$ cat src/rtl/jtag_tgt_master_if.sv
// Command/response bus of the target-side JTAG master.
// The requester drives commands through master; the JTAG engine uses slave.
interface jtag_tgt_master_if #(
  parameter int unsigned MAX_LEN = 32,
  parameter int unsigned LENW    = 6
);
  logic               cmd_valid;
  logic               cmd_ready;
  logic [1:0]         cmd_type;
  logic [LENW-1:0]    cmd_len;
  logic [MAX_LEN-1:0] cmd_data;
  logic               rsp_valid;
  logic               rsp_ready;
  logic [MAX_LEN-1:0] rsp_data;
  logic               rsp_err;

  modport master (
    output cmd_valid, cmd_type, cmd_len, cmd_data, rsp_ready,
    input  cmd_ready, rsp_valid, rsp_data, rsp_err
  );

  modport slave (
    input  cmd_valid, cmd_type, cmd_len, cmd_data, rsp_ready,
    output cmd_ready, rsp_valid, rsp_data, rsp_err
  );
endinterface

$ cat src/rtl/jtag_tgt_master.sv
// Command-driven JTAG master for the target TAP, sharing the pins with the
// UJTAG tunnel. The tunnel has priority whenever the master is idle.
module jtag_tgt_master #(
  parameter int unsigned MAX_LEN = 32,
  parameter int unsigned LENW    = 6,
  parameter int unsigned CLK_DIV = 1
) (
  input  logic             clk_i,
  input  logic             rst_ni,
  jtag_tgt_master_if.slave cmd_if,
  input  logic             tun_req_i,
  input  logic             tun_tck_i,
  input  logic             tun_tms_i,
  input  logic             tun_tdi_i,
  input  logic             tun_trst_i,
  output logic             grant_tun_o,
  input  logic             tgt_tdo_i,
  output logic             tgt_tck_o,
  output logic             tgt_tms_o,
  output logic             tgt_tdi_o,
  output logic             tgt_trst_o
);

  localparam int unsigned SW = (LENW < 3) ? 3 : LENW;
  localparam int unsigned CW = (CLK_DIV < 1) ? 1 : $clog2(CLK_DIV + 1);

  typedef enum logic [2:0] {
    S_RESET_TAP,
    S_IDLE,
    S_SEL,
    S_SHIFT,
    S_UPD,
    S_RTI,
    S_RESP,
    S_OWN_TUN
  } state_e;

  state_e             state_q, state_d;
  logic               tck_q, tck_d;
  logic               tms_q, tms_d;
  logic               tdi_q, tdi_d;
  logic               trst_q, trst_d;
  logic [CW-1:0]      cnt_q, cnt_d;
  logic [SW-1:0]      step_q, step_d;
  logic               is_ir_q, is_ir_d;
  logic [LENW-1:0]    len_q, len_d;
  logic [MAX_LEN-1:0] data_q, data_d;
  logic               ret_rsp_q, ret_rsp_d;
  logic [MAX_LEN-1:0] rsp_data_q, rsp_data_d;
  logic               rsp_err_q, rsp_err_d;

  logic               busy, phase_end, tck_rise, step_done;
  logic [SW-1:0]      last_step;
  logic [LENW:0]      sh_amt;
  logic               len_bad;

  // The TCK engine only runs in scan states; RESET_TAP waits for TRST release.
  assign busy      = ((state_q == S_RESET_TAP) && !trst_q) ||
                     (state_q inside {S_SEL, S_SHIFT, S_UPD, S_RTI});
  assign phase_end = busy && (cnt_q == CW'(CLK_DIV));
  assign tck_rise  = phase_end && !tck_q;
  assign step_done = phase_end && tck_q;
  assign last_step = SW'(len_q) - SW'(1);
  assign sh_amt    = (LENW + 1)'(MAX_LEN) - {1'b0, len_q};
  assign len_bad   = (cmd_if.cmd_len == '0) || (cmd_if.cmd_len > LENW'(MAX_LEN));

  always_ff @(posedge clk_i or negedge rst_ni) begin
    if (!rst_ni) begin
      state_q    <= S_RESET_TAP;
      tck_q      <= 1'b0;
      tms_q      <= 1'b1;
      tdi_q      <= 1'b0;
      trst_q     <= 1'b1;
      cnt_q      <= '0;
      step_q     <= '0;
      is_ir_q    <= 1'b0;
      len_q      <= '0;
      data_q     <= '0;
      ret_rsp_q  <= 1'b0;
      rsp_data_q <= '0;
      rsp_err_q  <= 1'b0;
    end else begin
      state_q    <= state_d;
      tck_q      <= tck_d;
      tms_q      <= tms_d;
      tdi_q      <= tdi_d;
      trst_q     <= trst_d;
      cnt_q      <= cnt_d;
      step_q     <= step_d;
      is_ir_q    <= is_ir_d;
      len_q      <= len_d;
      data_q     <= data_d;
      ret_rsp_q  <= ret_rsp_d;
      rsp_data_q <= rsp_data_d;
      rsp_err_q  <= rsp_err_d;
    end
  end

  always_comb begin
    state_d    = state_q;
    tck_d      = tck_q;
    tms_d      = tms_q;
    tdi_d      = tdi_q;
    trst_d     = trst_q;
    cnt_d      = cnt_q;
    step_d     = step_q;
    is_ir_d    = is_ir_q;
    len_d      = len_q;
    data_d     = data_q;
    ret_rsp_d  = ret_rsp_q;
    rsp_data_d = rsp_data_q;
    rsp_err_d  = rsp_err_q;

    if (busy) begin
      cnt_d = phase_end ? '0 : cnt_q + CW'(1);
      if (phase_end) tck_d = ~tck_q;
      // TDO enters at the MSB; the finished scan is right-aligned in SHIFT.
      if (tck_rise && (state_q == S_SHIFT))
        rsp_data_d = {tgt_tdo_i, rsp_data_q[MAX_LEN-1:1]};
    end

    case (state_q)
      S_RESET_TAP: begin
        if (trst_q) begin
          trst_d = 1'b0;
        end else if (step_done) begin
          if (step_q == SW'(5)) begin
            state_d = ret_rsp_q ? S_RESP : S_IDLE;
            step_d  = '0;
            tms_d   = 1'b0;
          end else begin
            step_d = step_q + SW'(1);
            tms_d  = (step_q != SW'(4));
          end
        end
      end
      S_IDLE: begin
        tms_d = 1'b0;
        tdi_d = 1'b0;
        if (tun_req_i) begin
          state_d = S_OWN_TUN;
        end else if (cmd_if.cmd_valid) begin
          len_d      = cmd_if.cmd_len;
          is_ir_d    = (cmd_if.cmd_type == 2'd0);
          data_d     = cmd_if.cmd_data;
          rsp_data_d = '0;
          rsp_err_d  = 1'b0;
          step_d     = '0;
          cnt_d      = '0;
          case (cmd_if.cmd_type)
            2'd0, 2'd1: begin
              if (len_bad) begin
                state_d   = S_RESP;
                rsp_err_d = 1'b1;
              end else begin
                state_d = S_SEL;
                tms_d   = 1'b1;
              end
            end
            2'd2: begin
              state_d   = S_RESET_TAP;
              ret_rsp_d = 1'b1;
              tms_d     = 1'b1;
            end
            default: begin
              if (cmd_if.cmd_len == '0) begin
                state_d   = S_RESP;
                rsp_err_d = 1'b1;
              end else begin
                state_d = S_RTI;
              end
            end
          endcase
        end
      end
      S_SEL: begin
        if (step_done) begin
          if (step_q == (is_ir_q ? SW'(3) : SW'(2))) begin
            state_d = S_SHIFT;
            step_d  = '0;
            tms_d   = (len_q == LENW'(1));
            tdi_d   = data_q[0];
          end else begin
            step_d = step_q + SW'(1);
            tms_d  = is_ir_q && (step_q == SW'(0));
          end
        end
      end
      S_SHIFT: begin
        if (step_done) begin
          if (step_q == last_step) begin
            state_d    = S_UPD;
            step_d     = '0;
            tms_d      = 1'b1;
            tdi_d      = 1'b0;
            rsp_data_d = rsp_data_q >> sh_amt;
          end else begin
            step_d = step_q + SW'(1);
            data_d = data_q >> 1;
            tdi_d  = data_q[1];
            tms_d  = ((step_q + SW'(1)) == last_step);
          end
        end
      end
      S_UPD: begin
        if (step_done) begin
          tms_d = 1'b0;
          if (step_q == SW'(1)) begin
            state_d = S_RESP;
            step_d  = '0;
          end else begin
            step_d = step_q + SW'(1);
          end
        end
      end
      S_RTI: begin
        if (step_done) begin
          if (step_q == last_step) begin
            state_d = S_RESP;
            step_d  = '0;
          end else begin
            step_d = step_q + SW'(1);
          end
        end
      end
      S_RESP: begin
        if (cmd_if.rsp_ready) begin
          state_d   = S_IDLE;
          ret_rsp_d = 1'b0;
        end
      end
      S_OWN_TUN: begin
        // The tunnel may leave the TAP anywhere, so always re-reset it.
        if (!tun_req_i) begin
          state_d   = S_RESET_TAP;
          step_d    = '0;
          cnt_d     = '0;
          tck_d     = 1'b0;
          tms_d     = 1'b1;
          tdi_d     = 1'b0;
          ret_rsp_d = 1'b0;
        end
      end
      default: state_d = S_RESET_TAP;
    endcase
  end

  always_comb begin
    grant_tun_o      = (state_q == S_OWN_TUN);
    cmd_if.cmd_ready = (state_q == S_IDLE) && !tun_req_i;
    cmd_if.rsp_valid = (state_q == S_RESP);
    cmd_if.rsp_data  = rsp_data_q;
    cmd_if.rsp_err   = rsp_err_q;
    if (state_q == S_OWN_TUN) begin
      tgt_tck_o  = tun_tck_i;
      tgt_tms_o  = tun_tms_i;
      tgt_tdi_o  = tun_tdi_i;
      tgt_trst_o = tun_trst_i;
    end else begin
      tgt_tck_o  = tck_q;
      tgt_tms_o  = tms_q;
      tgt_tdi_o  = tdi_q;
      tgt_trst_o = trst_q;
    end
  end

endmodule

$ cat src/flat_wrapper.sv
// flat-port wrapper written by rule: the top's interface ports become plain ports
module jtag_tgt_master_flat 
#(
  parameter int unsigned MAX_LEN = 32,
  parameter int unsigned LENW    = 6,
  parameter int unsigned CLK_DIV = 1
)
  (clk_i, rst_ni, tun_req_i, tun_tck_i, tun_tms_i, tun_tdi_i, tun_trst_i, grant_tun_o, tgt_tdo_i, tgt_tck_o, tgt_tms_o, tgt_tdi_o, tgt_trst_o, cmd_if_cmd_valid, cmd_if_cmd_type, cmd_if_cmd_len, cmd_if_cmd_data, cmd_if_rsp_ready, cmd_if_cmd_ready, cmd_if_rsp_valid, cmd_if_rsp_data, cmd_if_rsp_err);
  jtag_tgt_master_if #(.MAX_LEN(MAX_LEN), .LENW(LENW)) cmd_if_i ();
  input  logic clk_i;
  input  logic rst_ni;
  input  logic tun_req_i;
  input  logic tun_tck_i;
  input  logic tun_tms_i;
  input  logic tun_tdi_i;
  input  logic tun_trst_i;
  output logic grant_tun_o;
  input  logic tgt_tdo_i;
  output logic tgt_tck_o;
  output logic tgt_tms_o;
  output logic tgt_tdi_o;
  output logic tgt_trst_o;
  input wire logic [$bits(cmd_if_i.cmd_valid)-1:0] cmd_if_cmd_valid;
  input wire logic [$bits(cmd_if_i.cmd_type)-1:0] cmd_if_cmd_type;
  input wire logic [$bits(cmd_if_i.cmd_len)-1:0] cmd_if_cmd_len;
  input wire logic [$bits(cmd_if_i.cmd_data)-1:0] cmd_if_cmd_data;
  input wire logic [$bits(cmd_if_i.rsp_ready)-1:0] cmd_if_rsp_ready;
  output wire logic [$bits(cmd_if_i.cmd_ready)-1:0] cmd_if_cmd_ready;
  output wire logic [$bits(cmd_if_i.rsp_valid)-1:0] cmd_if_rsp_valid;
  output wire logic [$bits(cmd_if_i.rsp_data)-1:0] cmd_if_rsp_data;
  output wire logic [$bits(cmd_if_i.rsp_err)-1:0] cmd_if_rsp_err;
  assign cmd_if_i.cmd_valid = cmd_if_cmd_valid;
  assign cmd_if_i.cmd_type = cmd_if_cmd_type;
  assign cmd_if_i.cmd_len = cmd_if_cmd_len;
  assign cmd_if_i.cmd_data = cmd_if_cmd_data;
  assign cmd_if_i.rsp_ready = cmd_if_rsp_ready;
  assign cmd_if_cmd_ready = cmd_if_i.cmd_ready;
  assign cmd_if_rsp_valid = cmd_if_i.rsp_valid;
  assign cmd_if_rsp_data = cmd_if_i.rsp_data;
  assign cmd_if_rsp_err = cmd_if_i.rsp_err;
  jtag_tgt_master #(.MAX_LEN(MAX_LEN), .LENW(LENW), .CLK_DIV(CLK_DIV)) u_core (.clk_i(clk_i), .rst_ni(rst_ni), .cmd_if(cmd_if_i), .tun_req_i(tun_req_i), .tun_tck_i(tun_tck_i), .tun_tms_i(tun_tms_i), .tun_tdi_i(tun_tdi_i), .tun_trst_i(tun_trst_i), .grant_tun_o(grant_tun_o), .tgt_tdo_i(tgt_tdo_i), .tgt_tck_o(tgt_tck_o), .tgt_tms_o(tgt_tms_o), .tgt_tdi_o(tgt_tdi_o), .tgt_trst_o(tgt_trst_o));
endmodule
$ cat config.mk
export PLATFORM = sky130hd
export DESIGN_NAME = jtag_tgt_master_flat
export DESIGN_NICKNAME = d
export VERILOG_FILES = /design/src/rtl/jtag_tgt_master_if.sv /design/src/rtl/jtag_tgt_master.sv /design/src/flat_wrapper.sv
export SDC_FILE = /design/constraint.sdc
export NUM_CORES = 1
export LEC_CHECK = 0
export ABC_CLOCK_PERIOD_IN_PS = 4180
export CORE_MARGIN = 5
export CORE_UTILIZATION = 58
export CTS_BUF_LIST = sky130_fd_sc_hd__clkbuf_8
export CTS_CLUSTER_SIZE = 8
export DETAILED_ROUTE_END_ITERATION = 10
export PLACE_DENSITY_LB_ADDON = 0.1
export SETUP_SLACK_MARGIN = 0.1
export SYNTH_ARGS = -nofsm -noshare
export SYNTH_HDL_FRONTEND = slang
export SYNTH_SLANG_ARGS = --single-unit
$ cat constraint.sdc
create_clock -name clk_i -period 4.18 [get_ports clk_i]
set_clock_uncertainty 0.1 [all_clocks]
set_input_delay 0.627 -clock clk_i [delete_from_list [all_inputs] [get_ports clk_i]]
set_output_delay 0.627 -clock clk_i [all_outputs]
set_load 0.03 [all_outputs]
==> flow_metrics.tcl <==
set metrics [dict create \
    status "complete, no violations" \
    peakVddDrop_mv 0.437 \
    fin_ws_ns 0.644 \
    area_delta_synth_final_pct 15.2 \
    grt_pass1_wl_um 33000 \
    r2r-end "u_core.cmd_if.rsp_data[3]" \
    critPathKind "reg2reg" \
    rsz0062_at_grt "false" \
    synth.area.mux_share_pct 23.3 \
    avgSynthCellArea_sq_um 9.09 \
    antenna_cells 0 \
    async_reset_ff_share_pct 100 \
    clkPwrFrac_pct 8.5 \
    via_per_inst 6.62 \
    root_buffer "clkbuf_8" \
    syn_area_sq_mm 0.00708 \
    finalHoldViolCount 0 \
    synth_seq_area_share_pct 30.8 \
    arrival_ns 3.73 \
    ant_nets 0 \
    fp.dieH_um 121 \
    cts_tree "built" \
    power_frac_comb_pct 67.3 \
    io_pins 90 \
    power.density_mw_per_mm2 846 \
    synth_top_family_by_area "multiplexers" \
    grt_overflow 0 \
    place_hpwl_um 14500 \
    p_int_mw 3.35 \
    drv_cap 0 \
    dp_slack_ns 0.776 \
    synthSimpleGateAreaFrac_pct 20.7 \
    clock.fmax_mhz 283 \
    post-cts-setup-buffer-count 0 \
    power.leakage_nw 3.60 \
    required_ns 4.38 \
    utilization_pct 67.9 \
    die_w_um 121 \
    drt_pass1_iterations 5 \
    drcViolationCount 0 \
    clock_latency_ns 0.40 \
    drt_iter0_drc 745 \
    dp_cells 974 \
    drive_above_1_share_pct 13.3 \
    cts-resized-gates 0 \
    drv_slew 0 \
    first_global_vias 6247 \
    setup_viol 0 \
    synth_edf_count 0 \
    start_util_pct 59.0 \
    clock-sinks 87 \
    rows 40 \
    cp-end-kind "flop" \
    grt_antenna_before_repair 0 \
    cts.path.max_buffers 2 \
    design.core.area_sq_mm 0.0120 \
    synth_fa_ha_area_share_pct 1.73 \
    min_path_type "in2async" \
    port_buffers 89 \
    postLayoutCellArea_sq_mm 0.00816 \
    synth_compound_area_share_pct 15.6 \
    synth_flop_cell "dfrtp_1" \
    track_usage_pct 28.3 \
    grt_max_degree 62 \
    synth.distinct_cells 81 \
    cts_buffers 9 \
    hold_buffers 0 \
    worstReg2RegStart "u_core.state_q[1]" \
    finalNetCount 897 \
    total_power_mw 6.90 \
    r2r_cells 11 \
    die_area_sq_mm 0.0145 \
    vias 6557 \
    clk_pin_slew_ns 0.09 \
    htree_levels 3 \
    instances_no_fill 990 \
    synth_fp_nets 838 \
    whs_ns 0.225 \
    netlist_instances 779 \
    cp_max_fo 14 \
    finalSetupTns_ns 0 \
    switching_power_mw 3.55 \
    synth_xor_area_share_pct 2.93 \
    wire_per_inst_um 20.4 \
    final.min_clock_period_ns 3.54 \
    post-route-period-util_pct 84.6 \
    yosys_warnings 0 \
    p_sw_share_pct 51.5 \
    relSlewSlack_pct 30.8 \
    cp-start-kind "flop" \
    seq_power_share_pct 24.2 \
    rrSetupSlack_ns 0.64 \
    tightestPinTransition_ns 1.03 \
    wirelength_um 20200 \
    place_area_sq_mm 0.00797 \
    ys_ff_latch 87 \
    gp_congestion 0.947 \
]
-- layout by cell type, fill, tap and decap left out, types with 5 or more instances in the layout --
cell type        synthesis  layout
or2_2                    6       6
nand3_1                 21      21
xor2_1                   8       8
a211oi_1                 6       6
nand2b_1                 8       8
buf_4                    5      17
mux4_1                  14      14
mux2i_1                 48      48
mux4_2                  15      15
o21ai_0                 31      31
nor4_1                  10      10
dfrtp_1                 85      84
mux2_1                   5       5
a31oi_1                 13      13
clkdlybuf4s50_1          0      88
and3_1                   8       8
a22o_1                   5       5
o22ai_1                 26      26
ha_1                     9       9
nor2_1                  39      39
nor3_1                  17      17
clkbuf_8                 1       9
inv_1                   14      14
a21oi_1                 20      20
xnor2_1                 12      12
nand2_1                170     169
mux2_2                  36      36
o21a_1                   5       5
-- flip-flops by register name (all words and copies together), names as in the netlist --
register / cells
u_core.cmd_if.rsp_data: 32
u_core.cmd_if.rsp_err: 1
u_core.cnt_q: 1
u_core.data_q: 32
u_core.is_ir_q: 1
u_core.len_q: 6
u_core.ret_rsp_q: 1
u_core.state_q: 3
u_core.step_q: 6
u_core.tck_q: 1
u_core.tdi_q: 1
u_core.tms_q: 1
u_core.trst_q: 1
-- metal layers --
| metal | GRT usage [%] | part of all wire (%) | routed length [um] |
|---|---|---|---|
| met5 | 0 | 0 | 0 |
| met4 | 10.7 | 3.2 | 642 |
| met3 | 4.68 | 6.5 | 1320 |
| met2 | 45.8 | 48 | 9750 |
| met1 | 38.4 | 42 | 8470 |
-- kinds of logic after synthesis --
family,count (synthesis)
mux,118
compound gates,158
buf+inv,71
fa+ha+maj,10
flops,87
simple gates,313
xor+xnor,22
-- power groups by stage --
stage / combinational, mW / clock [mW] / sequential (mW)
2_1_floorplan: 3.37 / 0 / 1.66
3_3_place_gp: 4.51 / 0 / 1.64
3_5_place_dp: 4.56 / 0 / 1.67
4_1_cts: 4.58 / 0.597 / 1.66
5_1_grt: 4.99 / 0.634 / 1.73
6_report: 4.64 / 0.583 / 1.67
-- area by class of cell --
cell class                      instances  area (sq um)
Timing Repair Buffer                  105          1010
Sequential cell                        87          2180
Clock inverter                          7          61.3
Clock buffer                            9           124
Fill cell                            1010          3850
Multi-Input combinational cell        621          4550
Inverter                               14          52.6
Tap cell                              147           184
-- cell usage after synthesis (6+ instances only) --
master | instances | share of area, %
mux4_2 | 15 | 4.8
nor3_1 | 17 | 1.2
nand3_1 | 21 | 1.5
a31oi_1 | 13 | 1.1
o21ai_0 | 31 | 2.2
xnor2_1 | 12 | 1.5
mux4_1 | 14 | 5.2
a21oi_1 | 20 | 1.4
buf_2 | 15 | 1.1
mux2i_1 | 48 | 6.8
o22ai_1 | 26 | 2.3
ha_1 | 9 | 1.6
and3_1 | 8 | 0.71
or2_2 | 6 | 0.53
clkbuf_1 | 26 | 1.4
xor2_1 | 8 | 0.99
nand2_1 | 170 | 9.0
dfrtp_1 | 85 | 30
mux2_2 | 36 | 5.7
nor2_1 | 39 | 2.1
nor4_1 | 10 | 0.88
a211oi_1 | 6 | 0.64
inv_1 | 14 | 0.74
nand2b_1 | 8 | 0.71
-- worst max-delay path by stage --
stage / start / endpoint / slack, ns / cells past startpoint
2_1_floorplan: u_core.len_q[0] / u_core.cmd_if.rsp_data[3] / 1.11 / 12
6_report: u_core.state_q[1] / u_core.cmd_if.rsp_data[3] / 0.64 / 11
3_5_place_dp: u_core.state_q[1] / u_core.cmd_if.rsp_data[0] / 0.78 / 11
3_3_place_gp: u_core.state_q[1] / u_core.cmd_if.rsp_data[8] / 0.88 / 11
4_1_cts: u_core.state_q[1] / u_core.cmd_if.rsp_data[3] / 0.76 / 11
5_1_grt: u_core.state_q[1] / u_core.cmd_if.rsp_data[13] / 0.44 / 11
-- critical path, stage by stage (launching register included) --
cell and delay, ns:
dfrtp_1 0.53, inv_1 0.27, nor2_1 0.14, nor2_1 0.21, ha_1 0.21, ha_1 0.31
nand2b_1 0.17, nor3_1 0.25, nand3_1 0.16, a21oi_1 0.43, nand3_1 0.41, o22ai_1 0.26
Note: power is estimated with default switching activity, not from simulation.
